**config.mk**
```make
export PLATFORM = sky130hd
export DESIGN_NAME = vram2_fetch
export DESIGN_NICKNAME = d
export VERILOG_FILES = /design/src/rtl/vram2_fetch.sv
export SDC_FILE = /design/constraint.sdc
export NUM_CORES = 1
export LEC_CHECK = 0
export ABC_AREA = 0
export ABC_CLOCK_PERIOD_IN_PS = 2200
export CAP_MARGIN = 10
export CORE_MARGIN = 1
export CORE_UTILIZATION = 34
export DETAILED_ROUTE_END_ITERATION = 12
export GPL_TIMING_DRIVEN = 0
export SLEW_MARGIN = 20
export SYNTH_ARGS = -nofsm -noshare
export SYNTH_HDL_FRONTEND = slang
export SYNTH_SLANG_ARGS = --single-unit
export TNS_END_PERCENT = 50
```
**constraint.sdc**
```tcl
create_clock -name clk -period 2.2 [get_ports clk]
set_input_delay 0.22 -clock clk [delete_from_list [all_inputs] [get_ports clk]]
set_output_delay 0.22 -clock clk [all_outputs]
set_load 0.02 [all_outputs]
```
**src/rtl/vram2_fetch.sv**
```systemverilog
// vram2_fetch: streams a run of 2bpp pixel indices out of an 8Kx2 video RAM.
// A start request latches a base address and pixel count; the block then
// issues sequential reads (address wraps 8191 -> 0), captures the read data
// one cycle later into a small pixel FIFO and presents pixels downstream
// with a valid/ready handshake. Reads are throttled so that FIFO occupancy
// plus the read in flight never exceeds FIFO_DEPTH, so no read data is lost.
//
// Optional feature: define VRAM2_FETCH_PIXEL_DOUBLE_EN to present every FIFO
// entry for two handshakes (horizontal pixel doubling).
//
// Ports:
//   clk        system clock, rising edge
//   reset      synchronous active-high reset
//   start      one-cycle run request (ignored while busy)
//   base_addr  first RAM address of the run
//   count      number of RAM entries to fetch (0 gives an immediate done)
//   busy       run in progress
//   done       one-cycle pulse at end of run
//   ram_en     RAM read enable
//   ram_addr   RAM read address
//   ram_do     RAM read data, valid one cycle after ram_en
//   px_valid   pixel available
//   px_ready   downstream accepts pixel
//   px_data    pixel index
//
// state | meaning
// IDLE  | waiting for start
// FETCH | issuing reads until remaining reaches 0
// DRAIN | reads done, waiting for the FIFO to empty
module vram2_fetch #(
  parameter int FIFO_DEPTH = 4
) (
  input  logic        clk,
  input  logic        reset,
  input  logic        start,
  input  logic [12:0] base_addr,
  input  logic [9:0]  count,
  output logic        busy,
  output logic        done,
  output logic        ram_en,
  output logic [12:0] ram_addr,
  input  logic [1:0]  ram_do,
  output logic        px_valid,
  input  logic        px_ready,
  output logic [1:0]  px_data
);

  localparam int AW = $clog2(FIFO_DEPTH);
  localparam int CW = AW + 1;

  typedef enum logic [1:0] {S_IDLE, S_FETCH, S_DRAIN} state_t;

  state_t         state_q, state_d;
  logic [12:0]    addr_q, addr_d;
  logic [9:0]     remaining_q, remaining_d;
  logic           inflight_q, inflight_d;
  logic           done_q, done_d;
  logic [1:0]     mem_q [FIFO_DEPTH];
  logic [1:0]     mem_d [FIFO_DEPTH];
  logic [AW-1:0]  wr_ptr_q, wr_ptr_d;
  logic [AW-1:0]  rd_ptr_q, rd_ptr_d;
  logic [CW-1:0]  cnt_q, cnt_d;
  logic [CW-1:0]  occ;
  logic           push, pop, handshake, drain_empty;
`ifdef VRAM2_FETCH_PIXEL_DOUBLE_EN
  logic           second_q, second_d;
`endif

  assign ram_addr  = addr_q;
  assign done      = done_q;
  assign px_valid  = (cnt_q != '0);
  assign px_data   = mem_q[rd_ptr_q];
  assign handshake = px_valid & px_ready;
  // Read data always lands in the cycle after ram_en; the in-flight flag is
  // the write strobe, so clearing it on reset discards a late ram_do.
  assign push      = inflight_q;
  assign occ       = cnt_q + {{AW{1'b0}}, inflight_q};

`ifdef VRAM2_FETCH_PIXEL_DOUBLE_EN
  assign pop = handshake & second_q;
`else
  assign pop = handshake;
`endif

  // state register
  always_ff @(posedge clk) begin
    if (reset) state_q <= S_IDLE;
    else       state_q <= state_d;
  end

  // next-state logic
  always_comb begin
    state_d = state_q;
    case (state_q)
      S_IDLE:  if (start && count != 10'd0) state_d = S_FETCH;
      S_FETCH: if (ram_en && remaining_q == 10'd1) state_d = S_DRAIN;
      S_DRAIN: if (drain_empty) state_d = S_IDLE;
      default: state_d = S_IDLE;
    endcase
  end

  // outputs
  always_comb begin
    busy   = (state_q != S_IDLE);
    ram_en = (state_q == S_FETCH) && (remaining_q != 10'd0) &&
             (occ < CW'(FIFO_DEPTH));
  end

  // datapath
  always_comb begin
    addr_d      = addr_q;
    remaining_d = remaining_q;
    mem_d       = mem_q;
    wr_ptr_d    = wr_ptr_q;
    rd_ptr_d    = rd_ptr_q;
    cnt_d       = cnt_q;
    inflight_d  = ram_en;
`ifdef VRAM2_FETCH_PIXEL_DOUBLE_EN
    second_d    = handshake ? ~second_q : second_q;
`endif

    if (state_q == S_IDLE && start && count != 10'd0) begin
      addr_d      = base_addr;
      remaining_d = count;
    end else if (ram_en) begin
      addr_d      = addr_q + 13'd1;
      remaining_d = remaining_q - 10'd1;
    end

    if (push) begin
      mem_d[wr_ptr_q] = ram_do;
      wr_ptr_d        = wr_ptr_q + AW'(1);
    end
    if (pop) rd_ptr_d = rd_ptr_q + AW'(1);

    case ({push, pop})
      2'b10:   cnt_d = cnt_q + CW'(1);
      2'b01:   cnt_d = cnt_q - CW'(1);
      default: cnt_d = cnt_q;
    endcase

    // A read still in flight always pushes, so an empty next-cycle FIFO in
    // DRAIN means nothing is left. Using next-cycle occupancy lets done land
    // right after the final handshake.
    drain_empty = (state_q == S_DRAIN) && (cnt_d == '0);
    done_d      = (state_q == S_IDLE && start && count == 10'd0) || drain_empty;
  end

  always_ff @(posedge clk) begin
    if (reset) begin
      addr_q      <= '0;
      remaining_q <= '0;
      inflight_q  <= 1'b0;
      done_q      <= 1'b0;
      mem_q       <= '{default: '0};
      wr_ptr_q    <= '0;
      rd_ptr_q    <= '0;
      cnt_q       <= '0;
`ifdef VRAM2_FETCH_PIXEL_DOUBLE_EN
      second_q    <= 1'b0;
`endif
    end else begin
      addr_q      <= addr_d;
      remaining_q <= remaining_d;
      inflight_q  <= inflight_d;
      done_q      <= done_d;
      mem_q       <= mem_d;
      wr_ptr_q    <= wr_ptr_d;
      rd_ptr_q    <= rd_ptr_d;
      cnt_q       <= cnt_d;
`ifdef VRAM2_FETCH_PIXEL_DOUBLE_EN
      second_q    <= second_d;
`endif
    end
  end

endmodule

```
==> summary.json, run 1 <==
{
  "status": "finished, violations left",
  "violations": "setup timing",
  "initialDrtViolationCount": 105,
  "post-dp-hpwl_mm": 4.58,
  "clk_latency_ns": 0.30,
  "synth.cell_area_um2": 2250,
  "syn-mean-instance-area_um2": 8.57,
  "synthArstFlopShare_pct": 0,
  "grt_start_max_net_pins": 15,
  "arrival_ns": 2.47,
  "synth-edff-count": 0,
  "fillCellCount": 607,
  "cts_tree": "built",
  "initial_cell_density_of_the_core_pct": 35.4,
  "remaining_drc_errors": 0,
  "post-route-worst-setup-slack_ns": -0.0512,
  "min-delay-path-class": "flop to flop",
  "final_cell_area_um2": 3120,
  "yosys_most_used_dff": "dfxtp_1",
  "clk_pin_slew_ns": 0.09,
  "fp.coreArea_um2": 6350,
  "p_per_area_nw_per_um2": 861,
  "syn_inst": 262,
  "cp_max_fo": 5,
  "yosysWarningCount": 0,
  "clock_sinks": 42,
  "cts_buffer_depth": 2,
  "layout_worst_path_cycle_share_pct": 102,
  "grt_pass1_vias": 2118,
  "data_required_time_of_the_critical_path_ns": 2.42,
  "grt_pass1_wl_mm": 10.4,
  "antenna_cells_inserted": 0,
  "fin_nets": 366,
  "worstHoldStart": "mem_q[4]",
  "die_w_um": 83.3,
  "yosysSeqAreaShare_pct": 37.4,
  "dpl-instance-area_um2": 2810,
  "layout-drive-gt1-share_pct": 17.1,
  "die_area_um2": 6930,
  "max-vdd-ir-drop_mv": 0.767,
  "rsz0062_at_grt": "true",
  "start_kind": "flop",
  "final_number_of_hold_violating_endpoints": 0,
  "vertical_die_dimension_um": 83.3,
  "avgViaCountPerCell": 5.50,
  "final-setup-viol-count": 2,
  "endpoint_kind": "flop",
  "ant_nets": 0,
  "slew_headroom_pct": 63.3,
  "first_pass_iters": 5,
  "fin_total_pwr_mw": 2.68,
  "routedWlPerCell_um": 15.8,
  "syn_nets": 301,
  "cts-hold-fix-buffers": 0,
  "source_of_the_worst_register_to_register_timing_path": "cnt_q[2]",
  "worst_clock_skew_ns": 0.0118,
  "clock.fmax_mhz": 444,
  "place.gp.congestion": 0.841,
  "ys_seq_elements": 42,
  "p_leak_nw": 1.12,
  "final-max-slew-violation-count": 0,
  "cts.htree.levels": 2,
  "cts_root_buf": "clkbuf_8",
  "num_cts_buffers": 5,
  "worst-slew-pin-transition_ns": 0.550,
  "remaining_global_route_overflow": 0,
  "final.min_clock_period_ns": 2.25,
  "synth_cell_types": 54,
  "fp-row-count": 29,
  "num_io_pins": 48,
  "flow.area_growth_from_synthesis_pct": 38.7,
  "wirelength_mm": 6.40,
  "setup.worst_path.class": "flop to flop",
  "cap_violations": 0,
  "antenna_found_initial": 0,
  "worst_setup_path_startpoint": "cnt_q[2]",
  "route.vias.total": 2228,
  "gr-usage-all-layers_pct": 18.8,
  "buffer_ports.inserted": 47
}
-- report_power, final --
group          internal (mW)  leakage (nW)  switching, mW  total (mW)
registers              0.864         0.348          0.125       0.989
logic                  0.537         0.713          0.532        1.07
clock network          0.340        0.0585          0.283       0.624
total                   1.74          1.12          0.940        2.68
-- critical path, cell delays in order (launching register included) --
cell,delay (ns)
dfxtp_4,0.39
nor3_4,0.05
nor2b_2,0.14
ha_2,0.20
inv_2,0.04
fa_2,0.39
xnor2_2,0.20
xnor2_1,0.11
a32oi_2,0.31
buf_4,0.17
nand3_2,0.06
a21oi_1,0.12
-- registers in the layout (all words and copies together) (netlist names) --
register,flops
cnt_q,3
done,1
inflight_q,1
mem_q,8
ram_addr,13
rd_ptr_q,2
remaining_q,10
state_q,2
wr_ptr_q,2
-- cell families (layout without fill, tap and decap cells) --
| family | after synthesis | after routing | synth area share (%) |
|---|---|---|---|
| adder cells (fa/ha/maj) | 10 | 10 | 5.91 |
| AND/OR/NAND/NOR | 106 | 106 | 23.9 |
| multiplexers | 4 | 4 | 3.45 |
| XOR/XNOR | 12 | 12 | 4.68 |
| AO/OA/AOI/OAI | 63 | 63 | 19.9 |
| buffers and inverters | 25 | 91 | 4.68 |
| flip-flops | 42 | 42 | 37.4 |
-- layout make-up --
class	count	area, um^2	area share, %
Clock buffer	5	68.8	2.21
Tap cell	77	96.3	3.09
Multi-Input combinational cell	195	1370	43.9
Timing Repair Buffer	59	559	18.0
Buffer	10	68.8	2.21
Sequential cell	42	856	27.5
Inverter	14	55.1	1.77
Clock inverter	3	43.8	1.41
-- cell usage in the layout, fill, tap and decap left out, types with 3 or more instances in the layout --
master,count
nand2_1,23
nand4_1,5
nand3_1,18
xor2_1,8
inv_1,12
clkdlybuf4s50_1,46
buf_4,11
o311ai_0,3
dfxtp_2,3
a211oi_1,8
ha_1,8
a21oi_1,19
xnor2_1,3
buf_6,3
clkbuf_8,6
dfxtp_1,36
clkbuf_1,3
o21a_1,3
a311oi_1,7
a31oi_1,3
or4_1,4
nor4_1,3
nor2_1,22
or3_1,3
or2_2,3
nor3_1,5
dfxtp_4,3
and3_1,5
-- stage by stage --
| step | utilization (%) | worst slack, ns | cells | hold WS, ns | setup TNS [ns] |
|---|---|---|---|---|---|
| after global routing | 49.1 | -0.123 | 405 | 0.484 | -0.361 |
| after floorplan | - | 0.00659 | 262 | 0.356 | 0 |
| after detailed placement | 44.3 | -0.518 | 386 | 0.448 | -6.45 |
| final | 49.1 | -0.0512 | 405 | 0.459 | -0.0899 |
| after CTS | 48.1 | 0.000216 | 401 | 0.461 | 0 |
| after global placement | 44.3 | -0.493 | 386 | 0.444 | -6.26 |
-- layer usage --
layer | wire length, um | GRT usage (%) | vias up
met4 | 57 | 5.17 | 0
met5 | 0 | 0 | -
met3 | 329 | 3.78 | 4
met1 | 3040 | 26.0 | 1057
li1 | - | - | 1104
met2 | 2980 | 29.8 | 63
-- what timing repair did --
| action | 4_1_cts | 5_1_grt |
|---|---|---|
| buffers inserted | 7 | 5 |
| pin swaps | 5 | 10 |
| hold endpoints to repair | 0 | 0 |
| resized for setup | 22 | 17 |
| setup endpoints to repair | 5 | 21 |
-- synth_stat cells, types with 2 or more instances --
cell,n,area share [%]
nand2_1,23,3.8
clkbuf_1,6,1.0
o21a_1,3,1.0
ha_1,9,5.0
nand3_1,20,4.5
or3_1,3,0.84
or2_2,3,0.84
a31oi_1,3,0.84
and2_1,2,0.56
or4_1,4,1.3
buf_2,3,0.67
a32oi_1,2,0.78
xor2_1,8,3.1
nor4_1,4,1.1
o311ai_0,3,1.2
mux4_2,2,2.0
xnor2_1,4,1.6
nor3_1,6,1.3
nor2_1,22,3.7
nand4_1,5,1.4
nand3b_1,2,0.67
o221ai_1,2,0.78
a311oi_1,7,2.7
o21ai_0,2,0.45
a211oi_1,8,2.7
dfxtp_1,42,37
o211ai_1,2,0.67
nor2b_1,2,0.56
and3_1,5,1.4
inv_1,13,2.2
a21oi_1,19,4.2
-- path summary, 6_finish.rpt --
path           endpoint  slack [ns]  cells after the start
max          state_q[1]       -0.05                     11
min            mem_q[4]        0.46                      2
max reg2reg  state_q[1]       -0.05                     11
min reg2reg    mem_q[4]        0.46                      2
Note: power is estimated with default switching activity, not from simulation.
==> run 2: changes to the inputs <==
--- a/config.mk
+++ b/config.mk
@@ -10,8 +10,10 @@
 export CAP_MARGIN = 10
 export CORE_MARGIN = 1
 export CORE_UTILIZATION = 34
+export CTS_BUF_LIST = sky130_fd_sc_hd__clkbuf_4 sky130_fd_sc_hd__clkbuf_8 sky130_fd_sc_hd__clkbuf_16
 export DETAILED_ROUTE_END_ITERATION = 12
 export GPL_TIMING_DRIVEN = 0
+export RECOVER_POWER = 50
 export SLEW_MARGIN = 20
 export SYNTH_ARGS = -nofsm -noshare
 export SYNTH_HDL_FRONTEND = slang
==> summary.json, run 2 (synthesis gave the netlist of run 1 again) <==
{
  "status": {"value": "finished, violations left", "change": "unchanged"},
  "violations": {"value": "setup timing", "change": "unchanged"},
  "clk_pin_slew": {"value": 0.09, "unit": "ns", "change": "about the same"},
  "cp_max_fo": {"value": 5, "change": "unchanged"},
  "final.min_clock_period": {"value": 2.24, "unit": "ns", "change": "was 2.25 ns"},
  "slew_headroom": {"value": 62.9, "unit": "%", "change": "was 63.3%"},
  "fp-row-count": {"value": 29, "change": "unchanged"},
  "final-max-slew-violation-count": {"value": 0, "change": "unchanged"},
  "gr-usage-all-layers": {"value": 18.8, "unit": "%", "change": "unchanged"},
  "clk_latency": {"value": 0.30, "unit": "ns", "change": "about the same"},
  "antenna_cells_inserted": {"value": 0, "change": "unchanged"},
  "num_cts_buffers": {"value": 5, "change": "unchanged"},
  "avgViaCountPerCell": {"value": 5.48, "change": "was 5.50"},
  "flow.area_growth_from_synthesis": {"value": 38.7, "unit": "%", "change": "unchanged"},
  "grt_pass1_vias": {"value": 2118, "change": "unchanged"},
  "post-dp-hpwl": {"value": 4.58, "unit": "mm", "change": "unchanged"},
  "post-route-worst-setup-slack": {"value": -0.0435, "unit": "ns", "change": "was -0.0512 ns"},
  "remaining_drc_errors": {"value": 0, "change": "unchanged"},
  "final_number_of_hold_violating_endpoints": {"value": 0, "change": "unchanged"},
  "hold_ws": {"value": 0.460, "unit": "ns", "change": "was 0.459 ns"},
  "place.detailed.instances": {"value": 386, "change": "unchanged"},
  "place.gp.congestion": {"value": 0.841, "change": "unchanged"},
  "initial_cell_density_of_the_core": {"value": 35.4, "unit": "%", "change": "unchanged"},
  "clock_sinks": {"value": 42, "change": "unchanged"},
  "fillCellCount": {"value": 607, "change": "unchanged"},
  "layout_worst_path_cycle_share": {"value": 102, "unit": "%", "change": "about the same"},
  "source_of_the_worst_register_to_register_timing_path": {"value": "cnt_q[2]", "change": "unchanged"},
  "leading_cell_type_in_the_layout_fill_and_taps_excluded": {"value": "dfxtp_1", "change": "was clkdlybuf4s50_1"},
  "crit-reg2reg-capture": {"value": "state_q[1]", "change": "unchanged"},
  "critPathCapture": {"value": "state_q[1]", "change": "unchanged"},
  "worst_clock_skew": {"value": 0.0124, "unit": "ns", "change": "was 0.0118 ns"},
  "sum_of_negative_setup_slack": {"value": -0.0830, "unit": "ns", "change": "was -0.0899 ns"},
  "final-setup-viol-count": {"value": 2, "change": "unchanged"},
  "arrival": {"value": 2.47, "unit": "ns", "change": "about the same"},
  "clock.fmax": {"value": 446, "unit": "MHz", "change": "was 444 MHz"},
  "timing.hold.worst_path_depth": {"value": 2, "change": "unchanged"},
  "data_required_time_of_the_critical_path": {"value": 2.43, "unit": "ns", "change": "was 2.42 ns"},
  "cts_buffer_depth": {"value": 2, "change": "unchanged"},
  "place_worst_setup_slack": {"value": -0.518, "unit": "ns", "change": "unchanged"},
  "endpoint_kind": {"value": "flop", "change": "unchanged"},
  "regToRegSetupSlack": {"value": -0.04, "unit": "ns", "change": "was -0.05 ns"},
  "worst-slew-pin-transition": {"value": 0.557, "unit": "ns", "change": "was 0.550 ns"},
  "cts_root_buf": {"value": "clkbuf_8", "change": "unchanged"},
  "p_leak": {"value": 1.15, "unit": "nW", "change": "was 1.12 nW"},
  "routedWlPerCell": {"value": 15.8, "unit": "um", "change": "about the same"},
  "worst_setup_path_startpoint": {"value": "cnt_q[2]", "change": "unchanged"},
  "p_per_area": {"value": 859, "unit": "nW/um^2", "change": "was 861 nW/um^2"},
  "die_w": {"value": 83.3, "unit": "um", "change": "unchanged"},
  "fp.coreArea": {"value": 6350, "unit": "um^2", "change": "unchanged"},
  "remaining_global_route_overflow": {"value": 0, "change": "unchanged"},
  "cts.htree.levels": {"value": 2, "change": "unchanged"},
  "die_area": {"value": 6930, "unit": "um^2", "change": "unchanged"},
  "initialDrtViolationCount": {"value": 118, "change": "was 105"},
  "largest_register_ff_count": {"value": 13, "change": "unchanged"},
  "grt_pass1_wl": {"value": 10.4, "unit": "mm", "change": "unchanged"},
  "vertical_die_dimension": {"value": 83.3, "unit": "um", "change": "unchanged"},
  "num_io_pins": {"value": 48, "change": "unchanged"},
  "first_pass_iters": {"value": 4, "change": "was 5"},
  "antenna_found_initial": {"value": 0, "change": "unchanged"},
  "cts_tree": {"value": "built", "change": "unchanged"},
  "fin_total_pwr": {"value": 2.68, "unit": "mW", "change": "about the same"},
  "max-vdd-ir-drop": {"value": 0.767, "unit": "mV", "change": "about the same"},
  "rsz0062_at_grt": {"value": "true", "change": "unchanged"},
  "ant_nets": {"value": 0, "change": "unchanged"},
  "buffer_ports.inserted": {"value": 47, "change": "unchanged"},
  "setup.worst_path.class": {"value": "flop to flop", "change": "unchanged"},
  "cap_violations": {"value": 0, "change": "unchanged"},
  "cts-hold-fix-buffers": {"value": 0, "change": "unchanged"},
  "route.vias.total": {"value": 2218, "change": "was 2,228"},
  "wirelength": {"value": 6.41, "unit": "mm", "change": "was 6.40 mm"},
  "final_cell_count_no_fill": {"value": 405, "change": "unchanged"},
  "mostFrequentLayoutCells": {"value": "36 x dfxtp_1, 33 x clkdlybuf4s50_1, 23 x nand2_1", "change": "was 46 x clkdlybuf4s50_1, 36 x dfxtp_1, 23 x nand2_1"},
  "layout-drive-gt1-share": {"value": 17.1, "unit": "%", "change": "unchanged"},
  "grt_start_max_net_pins": {"value": 15, "change": "unchanged"},
  "start_kind": {"value": "flop", "change": "unchanged"},
  "reg2regPathDepth": {"value": 11, "change": "unchanged"},
  "min-delay-path-class": {"value": "flop to flop", "change": "unchanged"},
  "fin_nets": {"value": 366, "change": "unchanged"}
}
## run 2: cell types whose count changed in the layout (fill, tap and decap cells not counted)
cell	delta
dlygate4sd3_1	+13
clkdlybuf4s50_1	-13
## run 2: layout make-up
cell class              count  area (um^2)  share of cell area (%)
multi-input cells         195         1370                    43.9
flip-flops and latches     42          856                    27.5
repair buffers             59          559                    18.0
well taps                  77         96.3                    3.09
clock buffers               5         68.8                    2.21
plain buffers              10         68.8                    2.21
inverters                  14         55.1                    1.77
clock inverters             3         43.8                    1.41
## run 2: worst min-delay path by stage
| stage | startpoint | endpoint | slack, ns |
|---|---|---|---|
| after floorplan | count[1] | remaining_q[1] | 0.36 |
| after global placement | mem_q[1] | mem_q[1] | 0.44 |
| after detailed placement | mem_q[1] | mem_q[1] | 0.45 |
| after CTS | mem_q[1] | mem_q[1] | 0.46 |
| after global routing | mem_q[3] | mem_q[3] | 0.48 |
| final | mem_q[4] | mem_q[4] | 0.46 |
## run 2: where the power goes
| group | internal (mW) | switching (mW) |
|---|---|---|
| clock network | 0.340 | 0.285 |
| logic | 0.529 | 0.532 |
| registers | 0.864 | 0.125 |
## run 2: routing by layer
| metal | share of wire [%] | wire [um] | track usage [%] |
|---|---|---|---|
| met1 | 47 | 3010 | 26.0 |
| met2 | 47 | 3000 | 29.8 |
| met3 | 5.6 | 357 | 3.78 |
| met4 | 0.64 | 41 | 5.17 |
| met5 | 0 | 0 | 0 |
## run 2: worst max-delay path: stages (launching register included)
cell and delay [ns]:
dfxtp_4 0.39, nor3_4 0.05, nor2b_2 0.14, ha_2 0.20
inv_2 0.04, fa_2 0.39, xnor2_2 0.20, xnor2_1 0.11
a32oi_2 0.31, buf_4 0.17, nand3_2 0.06, a21oi_1 0.11
## run 2: repair_timing
action,CTS,global route
resized for setup,22,17
buffers inserted,7,5
endpoints found under the setup margin,5,21
pin swaps,5,10
## run 2: stage by stage
step / cell area (um^2) / util (%)
after global placement: 2810 / 44.3
final: 3120 / 49.1
after global routing: 3120 / 49.1
after floorplan: 2250 / -
after detailed placement: 2810 / 44.3
after CTS: 3050 / 48.1
